--- config.mk ---
export PLATFORM = sky130hd
export DESIGN_NAME = flit_source
export DESIGN_NICKNAME = d
export VERILOG_FILES = /design/src/rtl/flit_source_pkg.sv /design/src/rtl/flit_source_credit_tracker.sv /design/src/rtl/flit_source.sv
export SDC_FILE = /design/constraint.sdc
export NUM_CORES = 1
export LEC_CHECK = 0
export ABC_AREA = 1
export CORE_AREA = 2 2 108 110
export DETAILED_ROUTE_END_ITERATION = 7
export DIE_AREA = 0 0 110 112
export PLACE_DENSITY = 0.87
export SLEW_MARGIN = 20
export SYNTH_ARGS = -nofsm -noshare
export SYNTH_HDL_FRONTEND = slang
export SYNTH_SLANG_ARGS = --single-unit
export TNS_END_PERCENT = 5
--- constraint.sdc ---
create_clock -name clk_i -period 8.02 [get_ports clk_i]
set_input_delay 1.203 -clock clk_i [delete_from_list [all_inputs] [get_ports clk_i]]
set_output_delay 1.203 -clock clk_i [all_outputs]
set_load 0.01 [all_outputs]
--- src/rtl/flit_source_pkg.sv ---
// flit_source_pkg: shared definitions for the flit source and its channel
// partners (flit_sink, rtr_channel_input).
//   clogb        - ceiling log2, used for all index/counter widths
//   src_state_e  - flit source FSM encoding
//   ch_*         - bit offsets of the channel fields, MSB-first layout
//                  {link, valid, vc, head, data}
package flit_source_pkg;

    function automatic int clogb(input int n);
        int r;
        r = 0;
        while ((1 << r) < n) r++;
        return r;
    endfunction

    typedef enum logic [0:0] {
        ST_IDLE = 1'b0,
        ST_SEND = 1'b1
    } src_state_e;

    // Data occupies [dw-1:0]; the control fields stack above it.
    function automatic int ch_head_pos(input int dw);
        return dw;
    endfunction

    function automatic int ch_vc_lsb(input int dw);
        return dw + 1;
    endfunction

    function automatic int ch_valid_pos(input int dw, input int vw);
        return dw + 1 + vw;
    endfunction

    // Only meaningful when the link-ctrl bit is present.
    function automatic int ch_link_pos(input int dw, input int vw);
        return dw + 2 + vw;
    endfunction

    function automatic int ch_width(input int dw, input int vw, input int lw);
        return dw + 2 + vw + lw;
    endfunction

endpackage

--- src/rtl/flit_source_credit_tracker.sv ---
// flit_source_credit_tracker: per-VC downstream credit counters.
//   clk_i, reset_ni       - clock, async active-low reset
//   send_valid_i/vc_i     - a flit is being committed on this VC (consumes credit)
//   credit_valid_i/vc_i   - downstream returned one credit on this VC
//   credit_avail_ivc_o    - per VC: at least one credit held
//   error_o               - sticky: a credit came back while the counter was full
module flit_source_credit_tracker
    import flit_source_pkg::*;
#(
    parameter  int NUM_VCS = 8,
    parameter  int CREDITS = 8,
    localparam int VCW     = (clogb(NUM_VCS) < 1) ? 1 : clogb(NUM_VCS),
    localparam int CW      = clogb(CREDITS + 1)
) (
    input  logic               clk_i,
    input  logic               reset_ni,
    input  logic               send_valid_i,
    input  logic [VCW-1:0]     send_vc_i,
    input  logic               credit_valid_i,
    input  logic [VCW-1:0]     credit_vc_i,
    output logic [NUM_VCS-1:0] credit_avail_ivc_o,
    output logic               error_o
);

    logic [CW-1:0]      credit_q [NUM_VCS];
    logic [NUM_VCS-1:0] dec, inc, ovf;
    logic               error_q;

    always_comb begin
        dec                = '0;
        inc                = '0;
        ovf                = '0;
        credit_avail_ivc_o = '0;
        for (int v = 0; v < NUM_VCS; v++) begin
            dec[v] = send_valid_i   && (send_vc_i   == VCW'(v));
            inc[v] = credit_valid_i && (credit_vc_i == VCW'(v));
            // A return that coincides with a send cancels out and cannot overflow.
            ovf[v] = inc[v] && !dec[v] && (credit_q[v] == CW'(CREDITS));
            credit_avail_ivc_o[v] = (credit_q[v] != '0);
        end
    end

    always_ff @(posedge clk_i or negedge reset_ni) begin
        if (!reset_ni) begin
            for (int v = 0; v < NUM_VCS; v++) credit_q[v] <= CW'(CREDITS);
            error_q <= 1'b0;
        end else begin
            for (int v = 0; v < NUM_VCS; v++) begin
                if (inc[v] && !dec[v] && !ovf[v])
                    credit_q[v] <= credit_q[v] + CW'(1);
                else if (dec[v] && !inc[v])
                    credit_q[v] <= credit_q[v] - CW'(1);
            end
            if (|ovf) error_q <= 1'b1;
        end
    end

    assign error_o = error_q;

endmodule

--- src/rtl/flit_source.sv ---
// flit_source: packet descriptor -> flit serializer driving a router input
// channel, with per-VC credit flow control.
//   clk_i, reset_ni       - clock, async active-low reset
//   pkt_valid_i/ready_o   - descriptor handshake (ready is combinational)
//   pkt_vc_i/route_i/length_i - target VC, route field, payload length - MIN
//   channel_o             - {link, valid, vc, head, data}, registered
//   flow_ctrl_i           - {credit_valid, credit_vc}
//   sent_flits_count_o    - valid flits injected, wraps at 2^32
//   error_o               - sticky credit-overflow flag
module flit_source
    import flit_source_pkg::*;
#(
    parameter  int NUM_VCS            = 8,
    parameter  int BUFFER_SIZE        = 64,
    parameter  int MAX_PAYLOAD_LENGTH = 4,
    parameter  int MIN_PAYLOAD_LENGTH = 1,
    parameter  int ROUTE_INFO_WIDTH   = 14,
    parameter  int ENABLE_LINK_PM     = 1,
    parameter  int FLIT_DATA_WIDTH    = 64,
    localparam int VCW  = (clogb(NUM_VCS) < 1) ? 1 : clogb(NUM_VCS),
    localparam int PLR  = clogb(MAX_PAYLOAD_LENGTH - MIN_PAYLOAD_LENGTH + 1),
    localparam int PLW  = (PLR < 1) ? 1 : PLR,
    localparam int LCW  = (ENABLE_LINK_PM != 0) ? 1 : 0,
    localparam int CHW  = ch_width(FLIT_DATA_WIDTH, VCW, LCW)
) (
    input  logic                        clk_i,
    input  logic                        reset_ni,
    input  logic                        pkt_valid_i,
    output logic                        pkt_ready_o,
    input  logic [VCW-1:0]              pkt_vc_i,
    input  logic [ROUTE_INFO_WIDTH-1:0] pkt_route_i,
    input  logic [PLW-1:0]              pkt_length_i,
    output logic [CHW-1:0]              channel_o,
    input  logic [VCW:0]                flow_ctrl_i,
    output logic [31:0]                 sent_flits_count_o,
    output logic                        error_o
);

    localparam int DW  = FLIT_DATA_WIDTH;
    localparam int RWR = clogb(MAX_PAYLOAD_LENGTH + 1);
    localparam int RW  = (RWR < 1) ? 1 : RWR;
    localparam logic [RW-1:0] MIN_R = RW'(MIN_PAYLOAD_LENGTH);

    src_state_e        state_q, state_d;
    logic [VCW-1:0]    vc_q, vc_d;
    logic [RW-1:0]     rem_q, rem_d;
    logic [31:0]       cnt_q;
    logic              ch_valid_q, ch_head_q;
    logic [VCW-1:0]    ch_vc_q;
    logic [DW-1:0]     ch_data_q;

    logic              fire, head_d, pkt_ready;
    logic [VCW-1:0]    fire_vc;
    logic [DW-1:0]     data_d;
    logic [NUM_VCS-1:0] credit_avail;

    flit_source_credit_tracker #(
        .NUM_VCS (NUM_VCS),
        .CREDITS (BUFFER_SIZE / NUM_VCS)
    ) u_credit (
        .clk_i              (clk_i),
        .reset_ni           (reset_ni),
        .send_valid_i       (fire),
        .send_vc_i          (fire_vc),
        .credit_valid_i     (flow_ctrl_i[VCW]),
        .credit_vc_i        (flow_ctrl_i[VCW-1:0]),
        .credit_avail_ivc_o (credit_avail),
        .error_o            (error_o)
    );

    always_comb begin
        state_d   = state_q;
        vc_d      = vc_q;
        rem_d     = rem_q;
        fire      = 1'b0;
        fire_vc   = vc_q;
        head_d    = 1'b0;
        data_d    = '0;
        pkt_ready = 1'b0;
        case (state_q)
            ST_IDLE: begin
                pkt_ready = reset_ni && credit_avail[pkt_vc_i];
                if (pkt_valid_i && pkt_ready) begin
                    fire    = 1'b1;
                    fire_vc = pkt_vc_i;
                    vc_d    = pkt_vc_i;
                    rem_d   = RW'(pkt_length_i) + MIN_R;
                    head_d  = 1'b1;
                    data_d[ROUTE_INFO_WIDTH-1:0]     = pkt_route_i;
                    data_d[ROUTE_INFO_WIDTH +: PLW]  = pkt_length_i;
                    // Head-only packets never leave IDLE so the next one can follow.
                    state_d = (rem_d == '0) ? ST_IDLE : ST_SEND;
                end
            end
            ST_SEND: begin
                if (credit_avail[vc_q]) begin
                    fire   = 1'b1;
                    data_d = DW'(cnt_q);
                    rem_d  = rem_q - RW'(1);
                    if (rem_q == RW'(1)) state_d = ST_IDLE;
                end
            end
            default: state_d = ST_IDLE;
        endcase
    end

    always_ff @(posedge clk_i or negedge reset_ni) begin
        if (!reset_ni) begin
            state_q    <= ST_IDLE;
            vc_q       <= '0;
            rem_q      <= '0;
            cnt_q      <= '0;
            ch_valid_q <= 1'b0;
            ch_head_q  <= 1'b0;
            ch_vc_q    <= '0;
            ch_data_q  <= '0;
        end else begin
            state_q    <= state_d;
            vc_q       <= vc_d;
            rem_q      <= rem_d;
            cnt_q      <= cnt_q + (fire ? 32'd1 : 32'd0);
            ch_valid_q <= fire;
            ch_head_q  <= head_d;
            ch_vc_q    <= fire ? fire_vc : '0;
            ch_data_q  <= data_d;
        end
    end

    // Link stays up across credit stalls inside a packet.
    if (ENABLE_LINK_PM != 0) begin : g_link
        assign channel_o = {ch_valid_q | (state_q == ST_SEND), ch_valid_q, ch_vc_q, ch_head_q, ch_data_q};
    end else begin : g_nolink
        assign channel_o = {ch_valid_q, ch_vc_q, ch_head_q, ch_data_q};
    end

    assign pkt_ready_o        = pkt_ready;
    assign sent_flits_count_o = cnt_q;

endmodule

==> impl_metrics.yaml <==
worst_setup_path:
  cp-end-kind: "register"
  rr_worst_depth: 18
  r2r_slack_ns: 3.89
  max_stage_delay_ns: 0.58
  cp_slowest_cell: "clkdlybuf4s50_1"
  reg2reg_from: "u_credit.credit_q[23]$_DFFE_PN1P_"
  cp_common_cell: "nand3_1"
  path_max_fanout: 10
  critPathArrivalTime_ns: 5.03
  cp-start-kind: "input pin"
  cp.required_ns: 8.26
  path_cells: "clkdlybuf4s50_1 -> inv_2 -> nand3_1 -> nand3_1 -> nand3_1 -> nand4_4 -> nand2_8 -> ha_1 -> ha_1 -> nand3_1 -> nor3_2 -> nand4_1 -> nor4_1 -> nand4_1 -> nor3_1 -> nand3_1 -> xor2_1"
  worstSetupPathType: "in -> reg"
  reg2reg_to: "sent_flits_count_o[28]$_DFF_PN0_"
power:
  total_leakage_power_uw: 0.00361
  ir_worst_vdd_uv: 309
  powerDensity_nw_per_um2: 343
global_route:
  grt_pass1_vias: 4595
  grt_antenna_before_repair: 0
  grt_max_degree: 79
  grt_pass1_wl_um: 21500
  grt-ovfl-total: 0
  grt_use_total_pct: 22.3
timing:
  worst_slew_pin_slew_ns: 0.953
  fmax_mhz: 209
  finalMaxSlewViolations: 0
  finalCriticalPeriod_ns: 4.79
  fin_crit_sh_pct: 59.7
  rsz0062_at_grt: "false"
  tns_ns: 0
  setup_viol: 0
  skew_ns: 0.00795
  maxSlewHeadroom_pct: 36.5
  finalHoldViolCount: 0
clock_network:
  numCtsBuffers: 9
  ctsResizeCount: 0
  htreeDepth: 3
  ctsRootBufferMaster: "clkbuf_16"
  clock_path_buffers: 2
  clkTransAtPathRegs_ns: 0.07
  clk_latency_ns: 0.35
  cts.sinks: 109
  cts_tree: "done"
  cts_setup_buffers: 0
  hold_buffers: 0
die:
  rows: 39
  dieArea_um2: 12300
  die_h_um: 112
  start_util_pct: 54.4
  boundaryPins: 130
  coreArea_um2: 11200
  dieWidth_um: 110
yosys:
  synth_ff_type: "dfrtp_1"
  ys_async_sr_fraction_pct: 100
  synth_most_common_cell: "nand2_1"
  synth_top_area_share_pct: 41.6
  syn_avg_cell_area_um2: 8.92
  synthTopCellsByCount: "156 x nand2_1, 101 x dfrtp_1, 78 x inv_1"
  synth-edff-count: 0
  synthTopCellsByArea: "dfrtp_1 42%, nand2_1 9.6%, xor2_1 5.8%"
  ys_seq_elements: 109
  netlist_instances: 681
  yosys_warnings: 0
  syn_area_um2: 6070
  synth_largest_area_cell: "dfrtp_1"
  ys_seq_area_share_pct: 45.1
  synthDistinctLibCells: 43
worst_hold_path:
  whs_path_depth: 2
  min-delay-start: "u_credit.credit_q[19]$_DFFE_PN1P_"
  whs_endpoint: "u_credit.credit_q[19]$_DFFE_PN1P_"
  hp-class: "reg -> reg"
finish:
  area_growth_pct: 22.0
  final_cells: 931
  drive_gt1_share_pct: 8.50
  diodes: 0
  nNetsFinal: 838
  n_fill_cell: 874
placement:
  gp_congestion: 0.885
  port_buffers: 97
  numPlacedInstances: 915
  dp_hpwl_um: 9510
routing:
  dr.first_iter.drc_count: 251
  ant_nets: 0
  dr_total_vias: 4771
  met2WireLength_um: 6150
  routed_via_density: 5.12
  routed_wl_um: 13000
  top_layer: "met4"
  wl_per_cell_um: 13.9
  m1WireLength_um: 5810
  wl_met3_um: 711
  drc: 0
  drt_pre_antenna_iters: 6
job:
  max-cap-violations: 0
status:
  status: "finished clean"
report_power, final:
group / leakage [uW] / switching, uW / internal, uW
Clock: 0.000161 / 213 / 279
Combinational: 0.00214 / 641 / 482
Sequential: 0.00131 / 171 / 751
Total: 0.00361 / 1030 / 1510
cells by family (layout without fill, tap and decap cells):
family,Yosys count,count (layout),synth area share (%)
and+or+nand+nor,335,335,27.1
buffers and inverters,120,196,9.60
DFF,109,109,45.1
AOI/OAI and AO/OA,44,44,4.59
xor gates and xnor gates,43,43,6.57
adders and majority gates,29,29,6.96
other,1,32,0.0617
layout by cell type (no fill, tap or decap), types with 3 or more instances in the layout:
master           instances
xor2_1                  40
fa_1                     8
or2_4                    3
a21oi_1                  3
nand3b_1                18
nor3_1                   9
dfrtp_1                101
a31oi_1                  9
nand3_1                 42
o21ai_1                  8
ha_1                    21
conb_1                  32
dfstp_2                  8
inv_1                   78
o21ai_0                 14
clkdlybuf4s50_1         96
nand4_1                 13
nand2_4                  5
a32o_1                   5
clkbuf_16                9
xor2_2                   3
nor4_2                   3
nand2_1                156
nand3_2                  8
nand2_2                  5
nor2_1                  61
metrics by stage:
step | setup slack, ns | util (%) | cell area, um2 | power, uW | hold slack (ns)
6_report | 3.23 | 66.3 | 7410 | 2540 | 0.480
3_5_place_dp | 3.09 | 63.3 | 7070 | 2050 | 0.470
4_1_cts | 3.28 | 66.3 | 7410 | 2550 | 0.484
3_3_place_gp | 3.28 | 63.3 | 7070 | 2000 | 0.468
5_1_grt | 2.85 | 66.3 | 7410 | 2750 | 0.510
2_1_floorplan | 4.29 | - | 6190 | 1680 | 0.454
registers in the layout (all words and copies together) (netlist names):
name,count
rem_q,3
state_q,1
ch_head_q,1
ch_data_q,32
sent_flits_count_o,32
u_credit.error_o,1
vc_q,3
ch_valid_q,1
ch_vc_q,3
u_credit.credit_q,32
how the worst max path moves through the flow:
stage | startpoint | endpoint | slack, ns | cells past startpoint
detailed placement | pkt_vc_i[1] | sent_flits_count_o[28]$_DFF_PN0_ | 3.09 | 17
finish | pkt_vc_i[1] | sent_flits_count_o[28]$_DFF_PN0_ | 3.23 | 17
CTS | pkt_vc_i[1] | sent_flits_count_o[28]$_DFF_PN0_ | 3.28 | 17
floorplan | pkt_valid_i | sent_flits_count_o[28]$_DFF_PN0_ | 4.29 | 14
global route | pkt_vc_i[1] | sent_flits_count_o[28]$_DFF_PN0_ | 2.85 | 17
global placement | pkt_vc_i[1] | sent_flits_count_o[28]$_DFF_PN0_ | 3.28 | 17
routing by layer:
metal	GRT usage (%)	vias to the layer above
met5	0	-
met2	34.8	136
li1	-	2325
met3	4.16	23
met1	30.5	2287
met4	8.86	0
layout make-up:
type | instances | area [um2] | area share [%]
clock inverters | 7 | 109 | 1.47
inverters | 82 | 313 | 4.22
clock buffers | 9 | 225 | 3.04
well taps | 143 | 179 | 2.42
multi-input cells | 483 | 2870 | 38.7
flip-flops and latches | 109 | 2740 | 37.0
repair buffers | 98 | 976 | 13.2
worst max-delay path: cells and delay by family:
kind	cells	cell delay [ns]
and+or+nand+nor	12	2.60
xor gates and xnor gates	1	0.19
buffers and inverters	2	0.67
adders and majority gates	2	0.36
Power figures use the tool's default switching activity.
